### src/rtl/conv_dezero_if.sv
// rtl/conv_dezero_if.sv - Stream bus for conv_dezero: raw activation beats in, zero-point-removed lanes out.
`ifndef PICTURE_NUM
`define PICTURE_NUM 2
`endif
`ifndef WIDTH_DATA
`define WIDTH_DATA 8
`endif

interface conv_dezero_if #(
    parameter int PICTURE_NUM    = `PICTURE_NUM,
    parameter int CHANNEL_IN_NUM = 8,
    parameter int WIDTH_DATA     = `WIDTH_DATA
);
    localparam int SW = PICTURE_NUM * CHANNEL_IN_NUM * WIDTH_DATA;
    localparam int MW = SW * 2;

    logic          S_Valid;
    logic          S_Ready;
    logic [SW-1:0] S_Data;
    logic          M_Valid;
    logic          M_Ready;
    logic [MW-1:0] M_Data;
    logic          M_Last;

    modport slave (
        input  S_Valid, S_Data, M_Ready,
        output S_Ready, M_Valid, M_Data, M_Last
    );

    modport master (
        output S_Valid, S_Data, M_Ready,
        input  S_Ready, M_Valid, M_Data, M_Last
    );
endinterface

### src/rtl/conv_dezero.sv
// rtl/conv_dezero.sv - Two-stage pipeline subtracting an unsigned zero point from every activation lane.
`ifndef PICTURE_NUM
`define PICTURE_NUM 2
`endif
`ifndef WIDTH_DATA
`define WIDTH_DATA 8
`endif

module conv_dezero #(
    parameter int PICTURE_NUM    = `PICTURE_NUM,
    parameter int CHANNEL_IN_NUM = 8,
    parameter int WIDTH_DATA     = `WIDTH_DATA
) (
    input  logic                clk,
    input  logic                rst,
    input  logic                start,
    input  logic [7:0]          zero_data_in,
    input  logic [15:0]         beat_num,
    conv_dezero_if.slave        bus,
    output logic                done
);
    localparam int LANES = PICTURE_NUM * CHANNEL_IN_NUM;
    localparam int W     = WIDTH_DATA;
    localparam int SW    = LANES * W;
    localparam int MW    = SW * 2;

    localparam logic [0:0] IDLE = 1'b0;
    localparam logic [0:0] RUN  = 1'b1;

    logic [0:0]    state;
    logic [7:0]    zp;
    logic [15:0]   total;
    logic [15:0]   accepted;
    logic [15:0]   emitted;
    logic          s1_valid;
    logic [SW-1:0] s1_data;
    logic          s2_valid;
    logic [MW-1:0] s2_data;

    logic          s2_adv;
    logic          s2_free;
    logic          s1_adv;
    logic          s1_free;
    logic          accept;
    logic          last_emit;
    logic [W:0]    zp_ext;
    logic [W:0]    lane_d;
    logic [MW-1:0] diff;

    always_comb begin
        s2_adv      = s2_valid && bus.M_Ready;
        s2_free     = !s2_valid || s2_adv;
        s1_adv      = s1_valid && s2_free;
        s1_free     = !s1_valid || s1_adv;
        bus.S_Ready = (state == RUN) && (accepted < total) && s1_free;
        accept      = bus.S_Valid && bus.S_Ready;
        last_emit   = s2_valid && (emitted == total - 16'd1);
    end

    // Zero-extend both operands one bit so the difference spans -255..+255, then sign-extend.
    always_comb begin
        zp_ext = (W+1)'(zp);
        lane_d = '0;
        diff   = '0;
        for (int k = 0; k < LANES; k++) begin
            lane_d = {1'b0, s1_data[k*W +: W]} - zp_ext;
            diff[k*2*W +: 2*W] = {{(W-1){lane_d[W]}}, lane_d};
        end
    end

    assign bus.M_Valid = s2_valid;
    assign bus.M_Data  = s2_data;
    assign bus.M_Last  = last_emit;

    always_ff @(posedge clk) begin
        if (rst) begin
            state    <= IDLE;
            zp       <= '0;
            total    <= '0;
            accepted <= '0;
            emitted  <= '0;
            s1_valid <= 1'b0;
            s1_data  <= '0;
            s2_valid <= 1'b0;
            s2_data  <= '0;
            done     <= 1'b0;
        end else begin
            done <= 1'b0;
            case (state)
                IDLE: begin
                    // A start coinciding with the previous job's done pulse is dropped.
                    if (start && !done) begin
                        zp       <= zero_data_in;
                        total    <= beat_num;
                        accepted <= '0;
                        emitted  <= '0;
                        if (beat_num == 16'd0) begin
                            done <= 1'b1;
                        end else begin
                            state <= RUN;
                        end
                    end
                end
                RUN: begin
                    if (s2_adv && last_emit) begin
                        done  <= 1'b1;
                        state <= IDLE;
                    end
                end
            endcase

            if (accept) begin
                accepted <= accepted + 16'd1;
            end
            if (s2_adv) begin
                emitted <= emitted + 16'd1;
            end
            if (s1_free) begin
                s1_valid <= accept;
                if (accept) begin
                    s1_data <= bus.S_Data;
                end
            end
            if (s2_free) begin
                s2_valid <= s1_valid;
                if (s1_valid) begin
                    s2_data <= diff;
                end
            end
        end
    end
endmodule

### src/flat_wrapper.sv
// flat-port wrapper written by rule: the top's interface ports become plain ports
module conv_dezero_flat 
#(
    parameter int PICTURE_NUM    = `PICTURE_NUM,
    parameter int CHANNEL_IN_NUM = 8,
    parameter int WIDTH_DATA     = `WIDTH_DATA
)
  (clk, rst, start, zero_data_in, beat_num, done, bus_S_Valid, bus_S_Data, bus_M_Ready, bus_S_Ready, bus_M_Valid, bus_M_Data, bus_M_Last);
  conv_dezero_if #(.PICTURE_NUM(PICTURE_NUM), .CHANNEL_IN_NUM(CHANNEL_IN_NUM), .WIDTH_DATA(WIDTH_DATA)) bus_i ();
  input  logic clk;
  input  logic rst;
  input  logic start;
  input  logic [7:0] zero_data_in;
  input  logic [15:0] beat_num;
  output logic done;
  input wire logic [$bits(bus_i.S_Valid)-1:0] bus_S_Valid;
  input wire logic [$bits(bus_i.S_Data)-1:0] bus_S_Data;
  input wire logic [$bits(bus_i.M_Ready)-1:0] bus_M_Ready;
  output wire logic [$bits(bus_i.S_Ready)-1:0] bus_S_Ready;
  output wire logic [$bits(bus_i.M_Valid)-1:0] bus_M_Valid;
  output wire logic [$bits(bus_i.M_Data)-1:0] bus_M_Data;
  output wire logic [$bits(bus_i.M_Last)-1:0] bus_M_Last;
  assign bus_i.S_Valid = bus_S_Valid;
  assign bus_i.S_Data = bus_S_Data;
  assign bus_i.M_Ready = bus_M_Ready;
  assign bus_S_Ready = bus_i.S_Ready;
  assign bus_M_Valid = bus_i.M_Valid;
  assign bus_M_Data = bus_i.M_Data;
  assign bus_M_Last = bus_i.M_Last;
  conv_dezero #(.PICTURE_NUM(PICTURE_NUM), .CHANNEL_IN_NUM(CHANNEL_IN_NUM), .WIDTH_DATA(WIDTH_DATA)) u_core (.clk(clk), .rst(rst), .start(start), .zero_data_in(zero_data_in), .beat_num(beat_num), .bus(bus_i), .done(done));
endmodule
### config.mk
export PLATFORM = sky130hd
export DESIGN_NAME = conv_dezero_flat
export DESIGN_NICKNAME = d
export VERILOG_FILES = /design/src/rtl/conv_dezero_if.sv /design/src/rtl/conv_dezero.sv /design/src/flat_wrapper.sv
export SDC_FILE = /design/constraint.sdc
export NUM_CORES = 1
export LEC_CHECK = 0
export ABC_CLOCK_PERIOD_IN_PS = 10500
export BUFFER_PORTS_ARGS = -buffer_cell sky130_fd_sc_hd__buf_2
export CAP_MARGIN = 15
export CORE_MARGIN = 2
export CORE_UTILIZATION = 40
export CTS_CLUSTER_DIAMETER = 60
export DETAILED_ROUTE_END_ITERATION = 12
export GPL_TIMING_DRIVEN = 0
export PLACE_DENSITY = 0.63
export SYNTH_ARGS = -nofsm -noshare
export SYNTH_HDL_FRONTEND = slang
export SYNTH_SLANG_ARGS = --single-unit
### constraint.sdc
create_clock -name clk -period 10.5 [get_ports clk]
set_clock_uncertainty 0.2 [all_clocks]
set_input_delay 1.05 -clock clk [delete_from_list [all_inputs] [get_ports clk]]
set_output_delay 1.05 -clock clk [all_outputs]
set_load 0.01 [all_outputs]
==> out/summary.json <==
{
  "status": "finished clean",
  "clk_path_buf_depth": 3,
  "tritoncts_clock_tree": "done",
  "clkSinkCount": 332,
  "die_w_um": 217,
  "drtPass1Iterations": 5,
  "wp_data_arrival_ps": 3570,
  "synthTopCellsByArea": "sky130_fd_sc_hd__dfxtp_1 (36%), sky130_fd_sc_hd__ha_1 (10%), sky130_fd_sc_hd__nand2_1 (8.6%), sky130_fd_sc_hd__a21oi_1 (7.6%), sky130_fd_sc_hd__buf_4 (4.6%)",
  "layout_overhead_on_the_synthesized_area_pct": 23.7,
  "slew_violations": 0,
  "placement.io_buffers": 415,
  "worst_ep_required_time_ps": 9250,
  "top_level_ports": 417,
  "cell_internal_pwr_mw": 2.49,
  "netlist_area_um2": 18200,
  "largest_fanout_on_the_critical_path": 6,
  "switching_power_of_the_nets_mw": 1.13,
  "period_minus_slack_ps": 4820,
  "detailed_place_hpwl_mm": 51.8,
  "post_cts_buffers": 0,
  "setup_tns_ps": 0,
  "worst_ir_drop_vdd_mv": 0.0959,
  "cts.reportedPaths.clkPinSlew_ps": 60,
  "detailedRoute.firstIterationViolations": 1380,
  "cp_common_cell": "sky130_fd_sc_hd__nor4_1",
  "clkLatencyLatePin_ps": 580,
  "max_cap_violations": 0,
  "period_share_pct": 45.9,
  "leakage_nw": 9.79,
  "floorplan.core_area_um2": 45200,
  "power_frac_comb_pct": 22.1,
  "layout-drive-gt1-share_pct": 21.9,
  "worst_slew_pin_slew_ps": 1330,
  "synth_area_leader_cell": "sky130_fd_sc_hd__dfxtp_1",
  "max_clock_freq_ghz": 0.208,
  "hold-worst-slack_ps": 252,
  "drt-vias-per-instance": 5.35,
  "final_hold_viol_count": 0,
  "crit_path_max_incr_delay_ps": 690,
  "synth_cells": 2333,
  "yosys.cell_types.count": 58,
  "placed_area_um2": 21200,
  "row_count": 78,
  "start_util_pct": 40.3,
  "cts_hold_repair.buffers": 0,
  "cts_root_buf": "sky130_fd_sc_hd__clkbuf_16",
  "synth_flop_cell": "sky130_fd_sc_hd__dfxtp_1",
  "critPathLaunchType": "register",
  "synthTopCellsByCount": "sky130_fd_sc_hd__nand2_1 (418), sky130_fd_sc_hd__dfxtp_1 (332), sky130_fd_sc_hd__a21oi_1 (278), sky130_fd_sc_hd__nor2_1 (173), sky130_fd_sc_hd__ha_1 (146)",
  "number_of_gates_resized_after_cts": 0,
  "die-height_um": 217,
  "post_synth.cell_area_avg_um2": 7.81,
  "synthMostInstantiatedCell": "sky130_fd_sc_hd__nand2_1",
  "cp_max_stage_cell": "sky130_fd_sc_hd__or4b_2",
  "power-per-cell-area_nw_per_um2": 161,
  "synth_edf_count": 0,
  "setup_viol": 0,
  "power.share.switching_pct": 31.3,
  "final_core_util_pct": 49.9,
  "finish.net_count": 3117,
  "synthArstFlopShare_pct": 0,
  "vias": 18354,
  "synth_sequential_area_ratio_pct": 36.5,
  "timing.max_slew.rel_slack_pct": 11.4,
  "gp_congestion": 0.862,
  "power.share.sequential_pct": 38.1,
  "yosys_warnings": 0,
  "floorplan.die_area_um2": 47300,
  "cts_buffers": 41,
  "grt_setup_unrepaired": "false",
  "r2r_slack_ps": 6350,
  "grt-ovfl-total": 0,
  "postSynthRegisterBits": 332,
  "holdCritPathClass": "register to register",
  "cp-end-kind": "primary output",
  "grt_start_max_net_pins": 18,
  "detail-route-antenna-nets": 0,
  "wire_length_of_the_first_global_routing_pass_mm": 102,
  "drt-total-wl_mm": 70.1,
  "cells_along_the_critical_path": "inv_1, ha_1, or4b_2, nor4_1, o22a_1, nand4_1, nor4_1, nor3b_1, buf_2",
  "h-tree-depth": 2,
  "routed_wire_per_std_cell_um": 20.4,
  "postLayoutCellArea_um2": 22500,
  "track_usage_pct": 29.0,
  "drt_drc_violations_left": 0,
  "via_count_of_the_first_global_routing_pass": 17282,
  "initial_antenna_violation_count": 5,
  "clkPwrFrac_pct": 39.7,
  "synth.net_count": 2652,
  "worst-setup-path-type": "register to primary output",
  "post-synth-top-area-fraction_pct": 36.5
}
## kinds of logic (layout without fill, tap and decap cells)
kind of cell	Yosys count	after routing	share of synthesized area [%]
adder cells (fa/ha/maj)	162	162	11.8
multiplexers	3	3	0.185
AO/OA/AOI/OAI	530	530	17.0
buffers and inverters	330	827	9.11
AND/OR/NAND/NOR	933	933	23.4
flip-flops	332	332	36.5
XOR/XNOR	43	43	2.07
other	0	3	0
## state kept, by name, summed over array words and instances (netlist names)
name,count
u_core.total,16
u_core.bus.M_Data,144
u_core.zp,8
u_core.done,1
u_core.s1_data,128
u_core.accepted,16
u_core.state,1
u_core.bus.M_Valid,1
u_core.s1_valid,1
u_core.emitted,16
## stage by stage
step                total power, mW  setup slack (ps)  std cells
floorplan                      1.91              6900       2333
detailed placement             2.19              6310       3354
global placement               2.17              4980       3348
global route                   3.77              5540       3432
finish                         3.62              5680       3433
CTS                            3.62              5700       3429
## power groups by stage
stage | combinational [mW] | clock, mW | sequential (mW)
finish | 0.802 | 1.44 | 1.38
global route | 0.885 | 1.50 | 1.39
CTS | 0.792 | 1.44 | 1.38
detailed placement | 0.788 | 0 | 1.41
global placement | 0.759 | 0 | 1.41
floorplan | 0.506 | 0 | 1.40
## worst paths after layout
kind | startpoint | to | cells past startpoint
max | u_core.total[1]$_SDFFE_PP0P_ | bus_M_Last | 9
min | u_core.bus.M_Data[99]$_SDFFE_PP0P_ | u_core.bus.M_Data[99]$_SDFFE_PP0P_ | 2
max reg2reg | u_core.total[14]$_SDFFE_PP0P_ | u_core.s1_data[74]$_SDFFE_PP0P_ | 10
min reg2reg | u_core.bus.M_Data[99]$_SDFFE_PP0P_ | u_core.bus.M_Data[99]$_SDFFE_PP0P_ | 2
## critical path: cells and delay by family, from the launching register on
kind | cells | cell delay, ps
AND/OR/NAND/NOR | 5 | 1860
buffers and inverters | 2 | 350
flip-flops | 1 | 340
adder cells (fa/ha/maj) | 1 | 270
AO/OA/AOI/OAI | 1 | 200
## area by class of cell
cell class / instances / area (um^2)
fillers: 4489 / 22600
multi-input cells: 1671 / 9910
flip-flops and latches: 332 / 6650
repair buffers: 422 / 2230
plain buffers: 225 / 1270
clock buffers: 62 / 1210
well taps: 600 / 751
inverters: 105 / 394
clock inverters: 13 / 129
diodes: 3 / 7.51
## routing by layer
metal / routed length, um / track usage, % / part of all wire (%)
met1: 29200 / 36.8 / 42
met2: 32100 / 47.9 / 46
met3: 6030 / 6.25 / 8.6
met4: 2780 / 11.3 / 4.0
met5: 13 / 0 / 0.019
## layout by cell type (no fill, tap or decap), types with 25 or more instances in the layout
cell type,instances
sky130_fd_sc_hd__a21oi_1,278
sky130_fd_sc_hd__o21ai_0,93
sky130_fd_sc_hd__buf_2,416
sky130_fd_sc_hd__ha_1,146
sky130_fd_sc_hd__buf_4,113
sky130_fd_sc_hd__a211oi_1,45
sky130_fd_sc_hd__inv_1,104
sky130_fd_sc_hd__and2_1,25
sky130_fd_sc_hd__nor3_1,82
sky130_fd_sc_hd__nor2b_1,50
sky130_fd_sc_hd__dfxtp_1,330
sky130_fd_sc_hd__xnor2_1,29
sky130_fd_sc_hd__a21boi_0,25
sky130_fd_sc_hd__nand2_1,418
sky130_fd_sc_hd__clkbuf_1,122
sky130_fd_sc_hd__clkbuf_16,43
sky130_fd_sc_hd__nor2_1,173
sky130_fd_sc_hd__nand3_1,82
No activity file was read; power rests on OpenSTA's default activity.
